### src/rtl/alu_pkg.sv
// Shared types and defaults for the ALU writeback slice.
// Widths, op encodings and the buffered entry layout.
package alu_pkg;

    localparam int DEF_DATA_W = 32;
    localparam int DEF_ADDR_W = 5;
    localparam int DEF_CNT_W  = 16;

    localparam int DEF_ENTRY_W = DEF_DATA_W + 1 + DEF_ADDR_W;

    typedef enum logic [3:0] {
        ALU_ADD = 4'b0000,
        ALU_SUB = 4'b0010
    } alu_op_e;

    typedef enum logic [1:0] {
        OCC_EMPTY = 2'd0,
        OCC_ONE   = 2'd1,
        OCC_FULL  = 2'd2
    } occ_e;

    typedef struct packed {
        logic [DEF_DATA_W-1:0] data;
        logic                  zero;
        logic [DEF_ADDR_W-1:0] rd;
    } wb_entry_t;

endpackage

### src/rtl/alu_wb_fifo2.sv
// Two-entry FIFO with occupancy FSM.
// Head is zeroed while empty so consumers never see stale data.
module alu_wb_fifo2
    import alu_pkg::*;
#(
    parameter int WIDTH = DEF_ENTRY_W
) (
    input  logic             clk,
    input  logic             reset,
    input  logic             in_valid,
    output logic             in_ready,
    input  logic [WIDTH-1:0] in_entry,
    output logic             head_valid,
    input  logic             head_ready,
    output logic [WIDTH-1:0] head_entry
);

    occ_e             occ;
    logic             wr_ptr;
    logic             rd_ptr;
    logic [WIDTH-1:0] mem [2];
    logic             push;
    logic             pop;

    assign in_ready   = (occ != OCC_FULL) && !reset;
    assign head_valid = (occ != OCC_EMPTY);
    assign push       = in_valid && in_ready;
    assign pop        = head_valid && head_ready;
    assign head_entry = head_valid ? mem[rd_ptr] : '0;

    // Entry storage; contents only matter while occupied.
    always_ff @(posedge clk) begin
        if (push) begin
            mem[wr_ptr] <= in_entry;
        end
    end

    // Occupancy state and pointers; reset discards everything buffered.
    always_ff @(posedge clk) begin
        if (reset) begin
            occ    <= OCC_EMPTY;
            wr_ptr <= 1'b0;
            rd_ptr <= 1'b0;
        end else begin
            if (push) begin
                wr_ptr <= !wr_ptr;
            end
            if (pop) begin
                rd_ptr <= !rd_ptr;
            end
            unique case (occ)
                OCC_EMPTY: begin
                    if (push) begin
                        occ <= OCC_ONE;
                    end
                end
                OCC_ONE: begin
                    if (push && !pop) begin
                        occ <= OCC_FULL;
                    end else if (pop && !push) begin
                        occ <= OCC_EMPTY;
                    end
                end
                OCC_FULL: begin
                    if (pop) begin
                        occ <= OCC_ONE;
                    end
                end
                default: occ <= OCC_EMPTY;
            endcase
        end
    end

endmodule

### src/rtl/alu_writeback_stage.sv
// Registered writeback stage after the ALU datapath.
// Buffers results and tracks retired count and zero flag.
module alu_writeback_stage
    import alu_pkg::*;
#(
    parameter int DATA_W = DEF_DATA_W,
    parameter int ADDR_W = DEF_ADDR_W,
    parameter int CNT_W  = DEF_CNT_W
) (
    input  logic              clk,
    input  logic              reset,
    input  logic              in_valid,
    output logic              in_ready,
    input  logic [DATA_W-1:0] in_result,
    input  logic              in_zero,
    input  logic [ADDR_W-1:0] in_rd,
    output logic              wb_valid,
    input  logic              wb_ready,
    output logic [DATA_W-1:0] wb_data,
    output logic [ADDR_W-1:0] wb_rd,
    output logic              wb_we,
    output logic              zero_flag,
    output logic [CNT_W-1:0]  retired_count
);

    localparam int EW = DATA_W + 1 + ADDR_W;

    logic [EW-1:0] in_entry;
    logic [EW-1:0] head_entry;
    logic          head_zero;
    logic          pop;

    assign in_entry = {in_result, in_zero, in_rd};
    assign {wb_data, head_zero, wb_rd} = head_entry;

    alu_wb_fifo2 #(
        .WIDTH(EW)
    ) u_fifo (
        .clk       (clk),
        .reset     (reset),
        .in_valid  (in_valid),
        .in_ready  (in_ready),
        .in_entry  (in_entry),
        .head_valid(wb_valid),
        .head_ready(wb_ready),
        .head_entry(head_entry)
    );

    assign pop   = wb_valid && wb_ready;
    assign wb_we = wb_valid && (wb_rd != '0);

    // Retire bookkeeping: every pop, x0 writes included, counts.
    always_ff @(posedge clk) begin
        if (reset) begin
            zero_flag     <= 1'b0;
            retired_count <= '0;
        end else if (pop) begin
            zero_flag     <= head_zero;
            retired_count <= retired_count + CNT_W'(1);
        end
    end

endmodule
### config.mk
export PLATFORM = sky130hd
export DESIGN_NAME = alu_writeback_stage
export DESIGN_NICKNAME = d
export VERILOG_FILES = /design/src/rtl/alu_pkg.sv /design/src/rtl/alu_wb_fifo2.sv /design/src/rtl/alu_writeback_stage.sv
export SDC_FILE = /design/constraint.sdc
export NUM_CORES = 1
export LEC_CHECK = 0
export ABC_AREA = 0
export BUFFER_PORTS_ARGS = -buffer_cell sky130_fd_sc_hd__buf_2
export CORE_MARGIN = 2
export CORE_UTILIZATION = 57
export DETAILED_ROUTE_END_ITERATION = 8
export GPL_TIMING_DRIVEN = 0
export PLACE_DENSITY = 0.83
export SYNTH_ARGS = -nofsm -noshare
export SYNTH_HDL_FRONTEND = slang
export SYNTH_SLANG_ARGS = --single-unit
### constraint.sdc
create_clock -name clk -period 8 [get_ports clk]
set_clock_uncertainty 0.1 [all_clocks]
set_input_delay 0.8 -clock clk [delete_from_list [all_inputs] [get_ports clk]]
set_output_delay 0.8 -clock clk [all_outputs]
set_load 0.005 [all_outputs]
Word-level counts from Yosys, hierarchy flattened
Memories as Yosys holds them, arrays and structs flattened. A register that Yosys moved wholly into a read port is not among the register bits.
Index checks and enable logic that the tools add are counted.

operators by class
  multipliers = 0
  reduce and logical (&&, ||, !) cells = 15
  bitwise gates (word level) = 0
  add/subtract/negate cells = 1
  mux-type cells = 10
  divide/modulo/power cells = 0
  shift operators = 0
  eq/ne operators = 6
  order comparisons = 0

operators with widths
  cell                                                   number
  2-to-1 mux 38 bit                                      1
  adder 16 x 1 -> 16 bit, second input constant          1
  2-to-1 mux 2 bit                                       4
  logical AND 1 bit                                      6
  one-hot mux 2 bit (3 select lines)                     1
  logical NOT 1 bit                                      5
  nonzero test 5 bit                                     1
  2-to-1 mux 1 bit                                       4
  inequality test 2 x 1 -> 1 bit, second input constant  2
  inequality test 3 x 1 -> 1 bit, second input constant  1
  AND reduction 3 bit                                    1
  equality test 2 x 1 -> 1 bit, second input constant    1
  equality test 2 bit, second input constant             1
  logical NOT 2 bit                                      1
  inequality test 2 bit, second input constant           1
  nonzero test 2 bit                                     1

storage, ports and cells
  bits in read-only memories = 0
  bits in latches = 0
  memory bits (writable) = 76
  memories = 1
  bits in registers = 21
  output and inout port bits = 57
  input port bits = 42
  logic and storage cells = 38

memories
  memory      depth  width  read ports  clocked after Yosys merged registers in  write ports  RTL line            text
  u_fifo.mem  2      38     1           1                                        1            alu_wb_fifo2.sv:21  logic [WIDTH-1:0] mem [2];

Logic depth before layout (Yosys ltp)
Gate-level depths: netlist of the first run.

  word-level depth = 8
  depth in mapped cells = 6
  gate-level depth less buffers = 5

Hierarchy
Synthesis of the first run repeated with hierarchy kept, for this count alone.

unflattened totals
  cell total of the unflattened synthesis = 280
  area, all modules = 3901.2 µm²

modules (own cells, without submodules)
  module               times used  sequential area each (µm²)  area an instance (µm²)  cells each
  alu_wb_fifo2         1           2382.3                      3100.5                  188
  alu_writeback_stage  1           340.3                       800.8                   92

Worst setup path before layout of the first run
No wires, ideal clock.

  path kind = input-to-reg
  start point = input port reset
  end point = memory u_fifo.mem[0][0] in the netlist's numbering (enable)
  library setup time = 0.438 ns
  buffers on the path = 0
  data arrival time = 2.871 ns
  setup slack = 4.591 ns
  stages on the path = 2
  required time = 7.462 ns
  path through = nor3b_1 > nor2b_1

on the way
  word-level cells in the longest chain between the ends = 5

RTL lines
  element                                 RTL line                   text
  start: declaration                      alu_writeback_stage.sv:11  input logic reset,
  logical NOT 1 bit                       alu_wb_fifo2.sv:25         assign in_ready = (occ != OCC_FULL) && !reset;
  logical AND 1 bit                       alu_wb_fifo2.sv:25
  logical AND 1 bit                       alu_wb_fifo2.sv:27         assign push = in_valid && in_ready;
  2-to-1 mux 1 bit                        alu_wb_fifo2.sv:33         if (push) begin
  2-to-1 mux 1 bit (implied by the code)  alu_wb_fifo2.sv:34         mem[wr_ptr] <= in_entry;
  end: declaration                        alu_wb_fifo2.sv:21

Every way passes these cells.

==> results of run 1 <==
## flip-flops by register name (all words and copies together) (netlist names), named ones only
| register | count |
|---|---|
| retired_count | 16 |
| u_fifo.mem | 76 |
| u_fifo.occ | 2 |
| u_fifo.rd_ptr | 1 |
| u_fifo.wr_ptr | 1 |
| zero_flag | 1 |
## Yosys cell counts, types with 2 or more instances
cell type / number / area, um2
a21oi_1: 6 / 30.0
and4_1: 2 / 17.5
buf_1: 4 / 15.0
buf_2: 4 / 20.0
buf_4: 37 / 278
clkbuf_1: 4 / 15.0
dfxtp_1: 22 / 440
edfxtp_1: 76 / 2280
mux2i_1: 40 / 400
nand2_1: 9 / 33.8
nand3_1: 2 / 10.0
nand4_1: 4 / 25.0
nor2_1: 57 / 214
nor2b_1: 3 / 18.8
nor3_1: 4 / 20.0
nor3b_1: 3 / 22.5
o21ai_0: 3 / 15.0
or3_1: 3 / 18.8
xnor2_1: 7 / 61.3
xor2_1: 6 / 52.6
## cells in the final DEF, fill, tap and decap left out, types with 5 or more instances in the layout
| master | Yosys | routed |
|---|---|---|
| buf_2 | 4 | 102 |
| edfxtp_1 | 76 | 76 |
| nor2_1 | 57 | 57 |
| mux2i_1 | 40 | 40 |
| buf_4 | 37 | 37 |
| dfxtp_1 | 22 | 22 |
| nand2_1 | 9 | 9 |
| clkbuf_8 | 0 | 9 |
| xnor2_1 | 7 | 7 |
| a21oi_1 | 6 | 6 |
| xor2_1 | 6 | 6 |
| clkbuf_1 | 4 | 5 |
## worst register-to-register path: cells and delay by family, from the launching register on
kind	cells	cell delay (ns)
buf+inv	1	0.16
simple gates	3	1.36
flops	1	0.30
## metal layers
layer / part of all wire / vias up / GRT usage
met5: 0 / - / 0
met4: 0.019 / 0 / 0.0895
met3: 0.076 / 16 / 0.0513
met2: 0.50 / 85 / 0.342
met1: 0.40 / 1228 / 0.214
li1: - / 1275 / -
## layout make-up
cell class,count,area [um2],share of cell area
Clock buffer,10,128,0.0258
Timing Repair Buffer,99,510,0.103
Tap cell,96,120,0.0243
Multi-Input combinational cell,160,1040,0.211
Inverter,1,3.75,0.000759
Sequential cell,98,2720,0.550
Clock inverter,6,81.3,0.0164
Buffer,50,339,0.0685
## cells by family (layout without fill, tap and decap cells)
logic type | Yosys count | after routing | synth area share
simple gates | 91 | 91 | 0.0992
mux | 40 | 40 | 0.0977
buf+inv | 51 | 166 | 0.0836
flops | 98 | 98 | 0.664
fa+ha+maj | 1 | 1 | 0.00305
xor+xnor | 13 | 13 | 0.0278
compound gates | 15 | 15 | 0.0244
## worst min-delay path by stage
stage,endpoint,slack (ns),depth (start not counted)
after floorplan,retired_count[15],0.36,2
after global placement,retired_count[15],0.36,2
after global routing,retired_count[15],0.40,2
after CTS,retired_count[15],0.38,2
after detailed placement,retired_count[15],0.37,2
final,retired_count[15],0.38,2
## per-stage QoR
step           cell area, um2  utilization  instances
3_5_place_dp             4740        0.690        504
3_3_place_gp             4710        0.686        503
6_report                 4950        0.720        520
2_1_floorplan            4100            -        309
4_1_cts                  4950        0.720        520
5_1_grt                  4950        0.720        520
## power groups by stage
stage / combinational, uW / clock [uW] / sequential [uW]
3_3_place_gp: 108 / 0 / 584
6_report: 113 / 332 / 572
4_1_cts: 114 / 337 / 573
3_5_place_dp: 114 / 0 / 584
2_1_floorplan: 69.7 / 0 / 583
5_1_grt: 124 / 359 / 574
==> out/results.txt, run 1 <==
Outcome: finished, final reports clean
Worst R2R Setup Slack: 5.68 ns
Startpoint types: register
# diodes: 0
Min Tclk post-route: 3.13 ns
Gate Count Post-Synth: 309
Seq/Total Area, Yosys: 0.664
Levels on crit path: 6
Worst-Skew Late Latency: 0.35 ns
Power Total: 1020 uW
Crit Path Max Fanout: 10
Pwr/cell area: 206 nW/um2
Longest Clk Path Bufs: 2
Synthesized area: 4100 um2
Setup crit end: wb_data[2]
Worst r2r path cells: 4
R2r endpoint: u_fifo.mem[1][35]
Core box area: 6870 um2
Starting DRT DRC Count: 95
DRC viols: 0
Num Clock Sinks: 98
Comb power frac: 0.111
GR Util All Layers: 0.192
Worst-margin pin slew: 0.931 ns
Reg clk slew, reported paths: 0.08 ns
WHS: 0.379 ns
GP Congestion: 0.778
Via/cell ratio: 5.01
Pin count of the biggest net entering global routing: 39
Global route total overflow: 0
Post-synth top flop: edfxtp_1
Pins Over Slew Limit: 0
Share of cells above drive strength 1: 0.370
DR WL/cell: 14.2 um
RSZ-0062 raised after global routing: no
Std-Cell Rows: 30
Worst slew margin: 0.380
Synthesized area per cell: 13.3 um2
Most used cell, CP: buf_2
Final Setup Violations: 0
DP Wirelength: 5130 um
Area grow syn2layout: 20.7%
Largest stage delay on the critical path: 0.53 ns
Largest delay contributor family on the critical path: buffers and inverters
Resized cells post-CTS: 0
Sequential share of power: 0.563
Switching power: 220 uW
TritonCTS clock tree: done
Initial antenna violation count: 0
CP Cell Sequence: buf_1, buf_2, mux2i_1, nor2_1, buf_4, buf_2
Hold_sp: retired_count[15]
CTS Hold Bufs: 0
Die W: 88.8 um
Pleak: 0.00199 uW
Setup repair bufs after CTS: 0
Synth warnings: 0
Internal Power: 798 uW
Sw frac: 0.216
Arrival time worst endpoint: 2.23 ns
I/O Pins: 99
HP Class: reg -> reg
Nets: 462
Antenna-violating nets left: 0
Port Buf Inserts: 98
First-pass GRT wire length: 11,200 um
FILL cells: 485
Yosys reg bits: 98
Hold Vio Cnt, Final: 0
Vias: 2,604
Die ar.: 7890 um2
Wirelength, routed: 7410 um
Pre-Repair DR Iteration Count: 4
Beginning of the worst register-to-register path: u_fifo.occ[1]
Maxcap violations: 0
Slowest cell on crit path: buf_1
H-tree levels: 3
Syn nets: 352
Initial Util: 0.597
Clock Tree Root: clkbuf_8
Required time of the critical path: 7.10 ns
Vias in the first global route: 2,529
Crit Path Category: reg -> out
CP Buf/Inv Count: 4
Num CTS Buffers: 9
Clock power frac: 0.327
Synth unique cells: 33
Final Cycle Share: 0.392
Final WS setup: 4.87 ns
Endpoint class of the critical path: output port
Die Ht: 88.8 um
VDD IR max: 122 uV
Pre-CTS setup slack: 5.22 ns
TNS Setup: 0 ns
Fmax: 319 MHz
Post-synth EDFFs: 76
Asr flop ratio synth: 0
No activity file was read; power rests on OpenSTA's default activity.
==> run 2: changes to the inputs <==
--- a/config.mk
+++ b/config.mk
@@ -8,10 +8,10 @@
 export ABC_AREA = 0
 export BUFFER_PORTS_ARGS = -buffer_cell sky130_fd_sc_hd__buf_2
 export CORE_MARGIN = 2
-export CORE_UTILIZATION = 57
+export CORE_UTILIZATION = 48
 export DETAILED_ROUTE_END_ITERATION = 8
 export GPL_TIMING_DRIVEN = 0
-export PLACE_DENSITY = 0.83
+export PLACE_DENSITY = 0.75
 export SYNTH_ARGS = -nofsm -noshare
 export SYNTH_HDL_FRONTEND = slang
 export SYNTH_SLANG_ARGS = --single-unit
==> constraint.sdc (replaced) <==
create_clock -name clk -period 2.7 [get_ports clk]
set_clock_uncertainty 0.1 [all_clocks]
set_input_delay 0.27 -clock clk [delete_from_list [all_inputs] [get_ports clk]]
set_output_delay 0.27 -clock clk [all_outputs]
set_load 0.005 [all_outputs]
==> run 2 against run 1 <==
Against the previous run: critical path depth is 1 higher; die area is 18% higher; final area is 5.8% higher; worst setup slack worse by 4.6 ns; final cell count is 7.1% higher; clock power grew to 2.6 times the previous value; critical endpoint is now wb_data[26].
==> out/results.txt, run 2 (synthesized netlist as in run 1, its figures left out) <==
Clock power frac: 0.296
Slowest cell on crit path: buf_1
DRC viols: 0
Biggest regs: u_fifo.mem (76), retired_count (16), u_fifo.occ (2)
Pleak: 0.00211 uW
Met3 routed WL: 481 um
Worst slew margin: 0.606
I/O Pins: 99
Arrival time worst endpoint: 2.03 ns
Crit Path Max Fanout: 10
Outcome: finished, final reports clean
Wirelength, routed: 7530 um
Sw frac: 0.215
Maxcap violations: 0
Instance area at placement: 4770 um2
Worst-margin pin slew: 0.590 ns
Max Used Layer: met4
Via/cell ratio: 4.80
Antenna-violating nets left: 0
Internal Power: 2300 uW
Std-Cell Rows: 33
Final Setup Violations: 0
Required time of the critical path: 2.33 ns
Endpoint class of the critical path: output port
Starting DRT DRC Count: 88
Port Buf Inserts: 98
DP Wirelength: 5050 um
Fmax: 416 MHz
Final Cycle Share: 0.890
TNS Setup: 0 ns
DR WL/cell: 13.5 um
TritonCTS clock tree: done
RSZ-0062 raised after global routing: no
Hold Vio Cnt, Final: 0
Die Ht: 96.4 um
Pwr/cell area: 559 nW/um2
Nets: 491
Met1 WL: 3290 um
Final Cell Area: 5240 um2
GP Congestion: 0.793
Share of cells above drive strength 1: 0.352
Initial Util: 0.496
Worst-Skew Late Latency: 0.34 ns
Pin count of the biggest net entering global routing: 29
Setup repair bufs after CTS: 0
Die W: 96.4 um
VDD IR max: 311 uV
H-tree levels: 3
Startpoint types: register
Area grow syn2layout: 27.7%
Switching power: 630 uW
First-pass GRT wire length: 11,600 um
Die ar.: 9290 um2
Sequential share of power: 0.581
Comb power frac: 0.124
Most common cell after layout, fill and taps aside: buf_2
DR WL met2: 3660 um
Pre-Repair DR Iteration Count: 4
Commonest cells after routing, fill and taps aside: 102 x buf_2, 76 x edfxtp_1, 57 x nor2_1
Min Tclk post-route: 2.40 ns
Core box area: 8260 um2
Longest Clk Path Bufs: 2
Global route total overflow: 0
Max FFs per register: 76
Reg clk slew, reported paths: 0.08 ns
Crit Path Category: reg -> out
Initial antenna violation count: 0
Clock Tree Root: clkbuf_8
# diodes: 0
Largest stage delay on the critical path: 0.40 ns
Pins Over Slew Limit: 0
CP Cell Sequence: buf_2, nor2_1, clkbuf_2, buf_1, nor2_1, buf_4, buf_2
GR Util All Layers: 0.166
Vias in the first global route: 2,557
Num Clock Sinks: 98
HP Class: in -> reg
Num CTS Buffers: 9
Biggest register: u_fifo.mem
Vias: 2,675
[run 2: power groups by stage]
stage | combinational, uW | sequential, uW | clock, uW
CTS | 369 | 1700 | 900
floorplan | 207 | 1730 | 0
detailed placement | 338 | 1730 | 0
global route | 402 | 1710 | 955
finish | 362 | 1700 | 867
global placement | 324 | 1730 | 0
[run 2: timing repair]
item                       CTS  global route
setup endpoints to repair    0            26
hold endpoints to repair    50             6
resized for setup            0             4
hold buffers                26             3
[run 2: layout make-up]
class / instances / area (um2)
Fill cell: 667 / 3020
Sequential cell: 98 / 2720
Multi-Input combinational cell: 160 / 1040
Timing Repair Buffer: 129 / 821
Buffer: 49 / 339
Clock buffer: 12 / 135
Tap cell: 105 / 131
Clock inverter: 3 / 41.3
Inverter: 1 / 3.75
[run 2: critical path, delay by kind of cell (launching register included)]
family | cells | cell delay, ns
and+or+nand+nor | 2 | 0.28
buffers and inverters | 5 | 1.10
DFF | 1 | 0.30
[run 2: path summary, 6_finish.rpt]
kind	from	to	slack, ns	cells past startpoint
setup reg to reg	u_fifo.occ[1]	u_fifo.mem[0][14]	0.56	5
setup / recovery	u_fifo.occ[1]	wb_data[26]	0.30	7
hold / removal	in_result[14]	u_fifo.mem[0][20]	0.02	1
hold reg to reg	retired_count[15]	retired_count[15]	0.39	2
[run 2: through the flow]
step | hold WS [ns] | setup slack [ns] | power, uW | utilization | cells
2_1_floorplan | 0.239 | 0.220 | 1930 | - | 309
3_3_place_gp | 0.359 | -0.415 | 2050 | 0.572 | 512
3_5_place_dp | 0.363 | 0.450 | 2070 | 0.578 | 514
4_1_cts | 0.000249 | 0.0460 | 2960 | 0.630 | 555
5_1_grt | 0.000400 | 0.148 | 3060 | 0.634 | 557
6_report | 0.0193 | 0.297 | 2930 | 0.634 | 557
[run 2: per-layer routing]
layer | global-route usage | vias up
li1 | - | 1333
met1 | 0.204 | 1253
met2 | 0.281 | 78
met3 | 0.0396 | 11
met4 | 0.0669 | 0
met5 | 0 | -
